==> config.mk <==
export PLATFORM = sky130hd
export DESIGN_NAME = itrx_amba3_ahblite_regbank_slv_flat
export DESIGN_NICKNAME = d
export VERILOG_FILES = /design/src/rtl/itrx_amba3_ahblite_regbank_slv_if.sv /design/src/rtl/itrx_amba3_ahblite_regbank_slv.sv /design/src/flat_wrapper.sv
export SDC_FILE = /design/constraint.sdc
export NUM_CORES = 2
export LEC_CHECK = 0
export CORE_MARGIN = 2
export CORE_UTILIZATION = 50
export DETAILED_ROUTE_END_ITERATION = 12
export GPL_TIMING_DRIVEN = 0
export PLACE_DENSITY = 0.72
export SLEW_MARGIN = 20
export SYNTH_ARGS = -nofsm -noshare
export SYNTH_HDL_FRONTEND = slang
export SYNTH_SLANG_ARGS = --single-unit
==> constraint.sdc <==
create_clock -name hclk -period 2.95 [get_ports hclk]
set_input_delay 0.4425 -clock hclk [delete_from_list [all_inputs] [get_ports hclk]]
set_output_delay 0.4425 -clock hclk [all_outputs]
set_load 0.03 [all_outputs]
==> src/rtl/itrx_amba3_ahblite_regbank_slv_if.sv <==
// AHB-Lite bus bundle for one slave port.
// Master drives address/control/wdata and the bus-level hready.
interface itrx_amba3_ahblite_regbank_slv_if #(
  parameter int HDATAW = 64
);
  logic              hsel;
  logic [31:0]       haddr;
  logic [1:0]        htrans;
  logic              hwrite;
  logic [2:0]        hsize;
  logic [2:0]        hburst;
  logic [3:0]        hprot;
  logic              hmastlock;
  logic [HDATAW-1:0] hwdata;
  logic              hready;
  logic              hreadyout;
  logic              hresp;
  logic [HDATAW-1:0] hrdata;

  modport master (
    output hsel, haddr, htrans, hwrite, hsize,
    output hburst, hprot, hmastlock, hwdata, hready,
    input  hreadyout, hresp, hrdata
  );

  modport slave (
    input  hsel, haddr, htrans, hwrite, hsize,
    input  hburst, hprot, hmastlock, hwdata, hready,
    output hreadyout, hresp, hrdata
  );
endinterface

==> src/rtl/itrx_amba3_ahblite_regbank_slv.sv <==
// AHB-Lite register-bank slave: wait states, byte-lane writes,
// two-cycle ERROR on unaligned, oversize or out-of-range access.
module itrx_amba3_ahblite_regbank_slv #(
  parameter int HDATAW = 64,
  parameter int NWORDS = 16,
  parameter int WAIT   = 0
) (
  input logic hclk,
  input logic hreset_n,
  itrx_amba3_ahblite_regbank_slv_if.slave bus
);
  localparam int BYTES = HDATAW / 8;
  localparam int AW    = $clog2(BYTES);
  localparam int IW    = $clog2(NWORDS);
  localparam logic [31:0] RANGE = 32'(NWORDS * BYTES);
  localparam logic [2:0]  MAXSZ = 3'(AW);

  typedef enum logic [1:0] {
    IDLE   = 2'd0,
    WAITST = 2'd1,
    ERR1   = 2'd2,
    ERR2   = 2'd3
  } state_e;

  state_e state_q, state_d;
  logic [2:0] cnt_q, cnt_d;
  logic act_q, act_d;
  logic wr_q;
  logic [2:0] size_q;
  logic [IW-1:0] word_q;
  logic [AW-1:0] lane_q;
  logic [HDATAW-1:0] bank [NWORDS];

  logic open, sample, err, commit, rd_en;
  logic [2:0] amask;
  logic [BYTES-1:0] be;
  logic unused;

  assign unused = ^{bus.hburst, bus.hprot,
                    bus.hmastlock, bus.htrans[0]};

  // Ready in IDLE and ERR2, so only those states accept an address
  assign open   = (state_q == IDLE) || (state_q == ERR2);
  assign sample = open & bus.hsel & bus.hready & bus.htrans[1];

  // Low-address mask that must be zero for the requested size
  always_comb begin
    amask = 3'b000;
    unique case (1'b1)
      (bus.hsize == 3'd1): amask = 3'b001;
      (bus.hsize == 3'd2): amask = 3'b011;
      (bus.hsize == 3'd3): amask = 3'b111;
      default:             amask = 3'b000;
    endcase
  end

  assign err = (bus.haddr >= RANGE)
             | (bus.hsize > MAXSZ)
             | (|(bus.haddr[2:0] & amask));

  // Next-state logic: wait countdown and two-cycle error response
  always_comb begin
    state_d = state_q;
    cnt_d   = cnt_q;
    act_d   = act_q;
    unique case (state_q)
      IDLE, ERR2: begin
        state_d = IDLE;
        act_d   = sample & ~err;
        if (sample) begin
          if (err) begin
            state_d = ERR1;
          end else if (WAIT > 0) begin
            state_d = WAITST;
            cnt_d   = 3'(WAIT - 1);
          end
        end
      end
      WAITST: begin
        if (cnt_q == 3'd0) state_d = IDLE;
        else cnt_d = cnt_q - 3'd1;
      end
      ERR1: state_d = ERR2;
      default: state_d = IDLE;
    endcase
  end

  // FSM state and captured address-phase fields
  always_ff @(posedge hclk or negedge hreset_n) begin
    if (!hreset_n) begin
      state_q <= IDLE;
      cnt_q   <= 3'd0;
      act_q   <= 1'b0;
      wr_q    <= 1'b0;
      size_q  <= 3'd0;
      word_q  <= '0;
      lane_q  <= '0;
    end else begin
      state_q <= state_d;
      cnt_q   <= cnt_d;
      act_q   <= act_d;
      if (sample) begin
        wr_q   <= bus.hwrite;
        size_q <= bus.hsize;
        word_q <= bus.haddr[AW +: IW];
        lane_q <= bus.haddr[AW-1:0];
      end
    end
  end

  // Completing cycle is IDLE with an OKAY transfer still open
  assign commit = (state_q == IDLE) & act_q & wr_q;
  assign rd_en  = (state_q == IDLE) & act_q & ~wr_q;

  // Little-endian byte enables from size and low address
  always_comb begin
    be = '0;
    for (int b = 0; b < BYTES; b++) begin
      if (b >= int'(lane_q) &&
          b < int'(lane_q) + (1 << size_q))
        be[b] = 1'b1;
    end
  end

  // Register bank with per-byte write strobes
  always_ff @(posedge hclk or negedge hreset_n) begin
    if (!hreset_n) begin
      for (int w = 0; w < NWORDS; w++) bank[w] <= '0;
    end else if (commit) begin
      for (int b = 0; b < BYTES; b++)
        if (be[b]) bank[word_q][8*b +: 8] <= bus.hwdata[8*b +: 8];
    end
  end

  assign bus.hreadyout = (state_q == IDLE) || (state_q == ERR2);
  assign bus.hresp     = (state_q == ERR1) || (state_q == ERR2);
  assign bus.hrdata    = rd_en ? bank[word_q] : '0;
endmodule

==> src/flat_wrapper.sv <==
// flat-port wrapper written by rule: the top's interface ports become plain ports
module itrx_amba3_ahblite_regbank_slv_flat 
#(
  parameter int HDATAW = 64,
  parameter int NWORDS = 16,
  parameter int WAIT   = 0
)
  (hclk, hreset_n, bus_hsel, bus_haddr, bus_htrans, bus_hwrite, bus_hsize, bus_hburst, bus_hprot, bus_hmastlock, bus_hwdata, bus_hready, bus_hreadyout, bus_hresp, bus_hrdata);
  itrx_amba3_ahblite_regbank_slv_if #(.HDATAW(HDATAW)) bus_i ();
  input logic hclk;
  input logic hreset_n;
  input wire logic [$bits(bus_i.hsel)-1:0] bus_hsel;
  input wire logic [$bits(bus_i.haddr)-1:0] bus_haddr;
  input wire logic [$bits(bus_i.htrans)-1:0] bus_htrans;
  input wire logic [$bits(bus_i.hwrite)-1:0] bus_hwrite;
  input wire logic [$bits(bus_i.hsize)-1:0] bus_hsize;
  input wire logic [$bits(bus_i.hburst)-1:0] bus_hburst;
  input wire logic [$bits(bus_i.hprot)-1:0] bus_hprot;
  input wire logic [$bits(bus_i.hmastlock)-1:0] bus_hmastlock;
  input wire logic [$bits(bus_i.hwdata)-1:0] bus_hwdata;
  input wire logic [$bits(bus_i.hready)-1:0] bus_hready;
  output wire logic [$bits(bus_i.hreadyout)-1:0] bus_hreadyout;
  output wire logic [$bits(bus_i.hresp)-1:0] bus_hresp;
  output wire logic [$bits(bus_i.hrdata)-1:0] bus_hrdata;
  assign bus_i.hsel = bus_hsel;
  assign bus_i.haddr = bus_haddr;
  assign bus_i.htrans = bus_htrans;
  assign bus_i.hwrite = bus_hwrite;
  assign bus_i.hsize = bus_hsize;
  assign bus_i.hburst = bus_hburst;
  assign bus_i.hprot = bus_hprot;
  assign bus_i.hmastlock = bus_hmastlock;
  assign bus_i.hwdata = bus_hwdata;
  assign bus_i.hready = bus_hready;
  assign bus_hreadyout = bus_i.hreadyout;
  assign bus_hresp = bus_i.hresp;
  assign bus_hrdata = bus_i.hrdata;
  itrx_amba3_ahblite_regbank_slv #(.HDATAW(HDATAW), .NWORDS(NWORDS), .WAIT(WAIT)) u_core (.hclk(hclk), .hreset_n(hreset_n), .bus(bus_i));
endmodule
==> flow_metrics.env <==
export IMPL_fmax_mhz=285
export IMPL_synth_fp_nets=3608
export IMPL_path_max_fanout=10
export IMPL_antenna_left=0
export IMPL_synth_top_family_by_area="multiplexers"
export IMPL_skew_ns=0.0360
export IMPL_synth_edf_count=0
export IMPL_required_ns=2.51
export IMPL_fin_crit_ns=3.50
export IMPL_die_area_um2=103000
export IMPL_synth_compound_area_share_pct=16.2
export IMPL_synth_area_top_cells="dfrtp_1, mux4_2, mux2_2, a32o_1, a41oi_1"
export IMPL_io_pins=180
export IMPL_drv_cap=0
export IMPL_die_x_um=321
export IMPL_relSlewSlack_pct=21.2
export IMPL_finalCritPeriodShare_pct=119
export IMPL_place_hpwl_mm=116
export IMPL_maxSlewViolCount=0
export IMPL_grt_pass1_vias=39200
export IMPL_place_inst=4965
export IMPL_num_rows=116
export IMPL_synth_cell_types=62
export IMPL_syn_inst=3484
export IMPL_initial_core_util_pct=50.2
export IMPL_drt_pass1_iterations=9
export IMPL_root_buffer="clkbuf_16"
export IMPL_nFillCells=6909
export IMPL_synth_top_area_share_pct=52.0
export IMPL_synth_largest_area_cell="dfrtp_1"
export IMPL_grt_pass1_wl_mm=271
export IMPL_viasPerCell=7.47
export IMPL_worst_pin_slew_ns=1.17
export IMPL_setup_slack_ns=-0.554
export IMPL_drc=0
export IMPL_synthToLayoutAreaGrowth_pct=25.7
export IMPL_cts_buffers=107
export IMPL_synthSimpleGateAreaFrac_pct=3.69
export IMPL_overflow=0
export IMPL_core_area_um2=99700
export IMPL_outcome="finished with violations"
export IMPL_synthXorXnorAreaFrac_pct=0.0500
export IMPL_crit_slowest_cell="mux4_2"
export IMPL_portBuffers=170
export IMPL_syn_cell_area_um2=50100
export IMPL_antenna_found_initial=11
export IMPL_avgSynthCellArea_um2=14.4
export IMPL_wl_per_cell_um=36.8
export IMPL_hold_path_class="in -> reg"
export IMPL_drive_above_1_share_pct=43.7
export IMPL_path_cells="buf_6 > buf_8 > buf_6 > mux4_2 > a22oi_1 > nand2_2 > buf_4"
export IMPL_clockBufferDepth=3
export IMPL_powerDensity_nw_per_um2=640
export IMPL_ys_seq_area_share_pct=52.0
export IMPL_synth_ff_latch_count=1041
export IMPL_p_leak_nw=28.1
export IMPL_critPathArrivalTime_ns=3.06
export IMPL_cp_start_kind="flip-flop"
export IMPL_routed_wirelength_mm=198
export IMPL_final_cell_mix="dfrtp_1, mux2_2, a32o_1, mux4_2, clkbuf_1"
export IMPL_setup_viol=346
export IMPL_synthAdderAreaFrac_pct=0.265
export IMPL_instances_no_fill=5365
export IMPL_grt_usage_pct=36.3
export IMPL_synthMuxAreaShare_pct=24.6
export IMPL_violations="setup timing"
export IMPL_grt_max_degree=145
export IMPL_final_common_cell="dfrtp_1"
export IMPL_endpoint_kind="output port"
export IMPL_fin_hold_ws_ns=0.280
export IMPL_synth_ff_type="dfrtp_1"
export IMPL_yosysWarnings=0
export IMPL_worstSetupPathType="reg -> out"
export IMPL_clk_pin_slew_ns=0.06
export IMPL_max_stage_delay_ns=0.61
export IMPL_insertion_delay_ns=0.74
export IMPL_rsz0062_at_grt="true"
export IMPL_htree_levels=3
export IMPL_die_h_um=321
export IMPL_async_reset_ff_share_pct=100
export IMPL_via_count=40100
export IMPL_hold_viol_final=0
export IMPL_cts_sinks=1041
export IMPL_first_iter_violations=6237
export IMPL_globalplace_congestion=0.948
export IMPL_tritoncts="built"
export IMPL_cp_common_cell="buf_6"
export IMPL_fin_nets=4100
export IMPL_ir_worst_vdd_v=0.000521
-- critical path: cells and delay by family (launching register included) --
| family | cells | cell delay, ns |
|---|---|---|
| AO/OA/AOI/OAI | 1 | 0.31 |
| AND/OR/NAND/NOR | 1 | 0.17 |
| buffers and inverters | 4 | 0.83 |
| flip-flops | 1 | 0.39 |
| multiplexers | 1 | 0.61 |
-- repair_timing --
action	CTS	global route
endpoints found under the hold margin	133	0
pin swaps	135	73
endpoints found under the setup margin	1088	1013
hold buffers	1	0
setup buffers	136	60
cloned	13	10
gates resized for setup	981	307
-- area by class of cell --
type,count,area [um^2],area share (%)
Clock buffer,166,3280,5.21
Timing Repair Buffer,397,4680,7.43
Clock inverter,32,262,0.415
Multi-Input combinational cell,2053,23600,37.5
Tap cell,1298,1620,2.58
Inverter,9,33.8,0.0537
Sequential cell,1041,26100,41.4
Antenna cell,2,5.00,0.00795
Buffer,367,3390,5.38
-- power by group --
group,switching [W],internal (W)
Sequential,0.000194,0.0145
Combinational,0.00741,0.00416
Clock,0.00620,0.00782
-- state kept, by name, summed over array words and instances, names as in the netlist --
register,count
u_core.act_q,1
u_core.bank,1024
u_core.cnt_q,3
u_core.lane_q,3
u_core.size_q,3
u_core.state_q,2
u_core.word_q,4
u_core.wr_q,1
-- logic make-up (layout without fill, tap and decap cells) --
group           Yosys count  in the layout
flops                  1041           1041
xor+xnor                  2              2
buf+inv                 390            971
simple gates            293            293
other cells               0              2
fa+ha+maj                10             10
mux                     814            814
compound gates          934            934
-- synthesized netlist by cell type (3+ instances only) --
library cell / n
o22a_1: 128
dfrtp_1: 1041
nor2_1: 18
or4b_1: 4
inv_1: 9
ha_1: 9
buf_4: 7
buf_1: 22
nand3_1: 10
nor3_2: 14
a22oi_1: 130
nand4_1: 3
nand4bb_1: 6
clkbuf_1: 268
buf_2: 81
mux2_2: 488
o211ai_1: 42
o21ai_2: 16
o211ai_2: 4
and2_0: 8
or2_2: 4
nor3_4: 19
mux2_4: 70
nand2_1: 114
nand2b_1: 6
nor3_1: 8
nor2_2: 10
nor4_1: 6
a31oi_1: 129
a41oi_1: 128
a32o_1: 336
and3_1: 16
nor3b_1: 3
nand4b_1: 5
nand3_2: 10
o21ai_0: 5
and2_1: 18
mux4_2: 256
a21o_1: 4
-- routing by layer --
metal | wire, um | global-route usage, % | up-vias
met3 | 29800 | 15.0 | 1029
met5 | 92 | 0 | -
met1 | 66700 | 45.0 | 20500
met2 | 83900 | 52.6 | 3414
met4 | 17100 | 22.8 | 14
li1 | - | - | 15200
-- per-stage QoR --
step | utilization (%) | total power, W | setup TNS, ns | cell area, um^2 | worst slack, ns
after global routing | 63.1 | 0.0409 | -50.43 | 63000 | -0.594
final | 63.1 | 0.0403 | -42.79 | 63000 | -0.554
after floorplan | - | 0.0195 | 0 | 50100 | 0.00378
after global placement | 53.6 | 0.0227 | - | 53400 | -45.77
after detailed placement | 54.0 | 0.0229 | -774.15 | 53800 | -1.83
after CTS | 61.6 | 0.0383 | -18.61 | 61400 | -0.346
-- worst paths after layout --
check                                                    from                           end  slack, ns  cells past startpoint
worst max register to register  u_core.state_q[0]$_DFFE_PN0N_  u_core.bank[947]$_DFFE_PN0P_      -0.17                      7
worst min register to register    u_core.cnt_q[0]$_DFFE_PN0P_   u_core.cnt_q[0]$_DFFE_PN0P_       0.49                      1
max in group asynchronous                            hreset_n  u_core.bank[594]$_DFFE_PN0P_       0.51                      5
min in group asynchronous                            hreset_n  u_core.bank[808]$_DFFE_PN0P_       0.45                      3
worst min-delay path                             bus_haddr[1]  u_core.lane_q[1]$_DFFE_PN0P_       0.28                      3
worst max-delay path             u_core.word_q[0]$_DFFE_PN0P_                bus_hrdata[27]      -0.55                      7
Note: power is estimated with default switching activity, not from simulation.
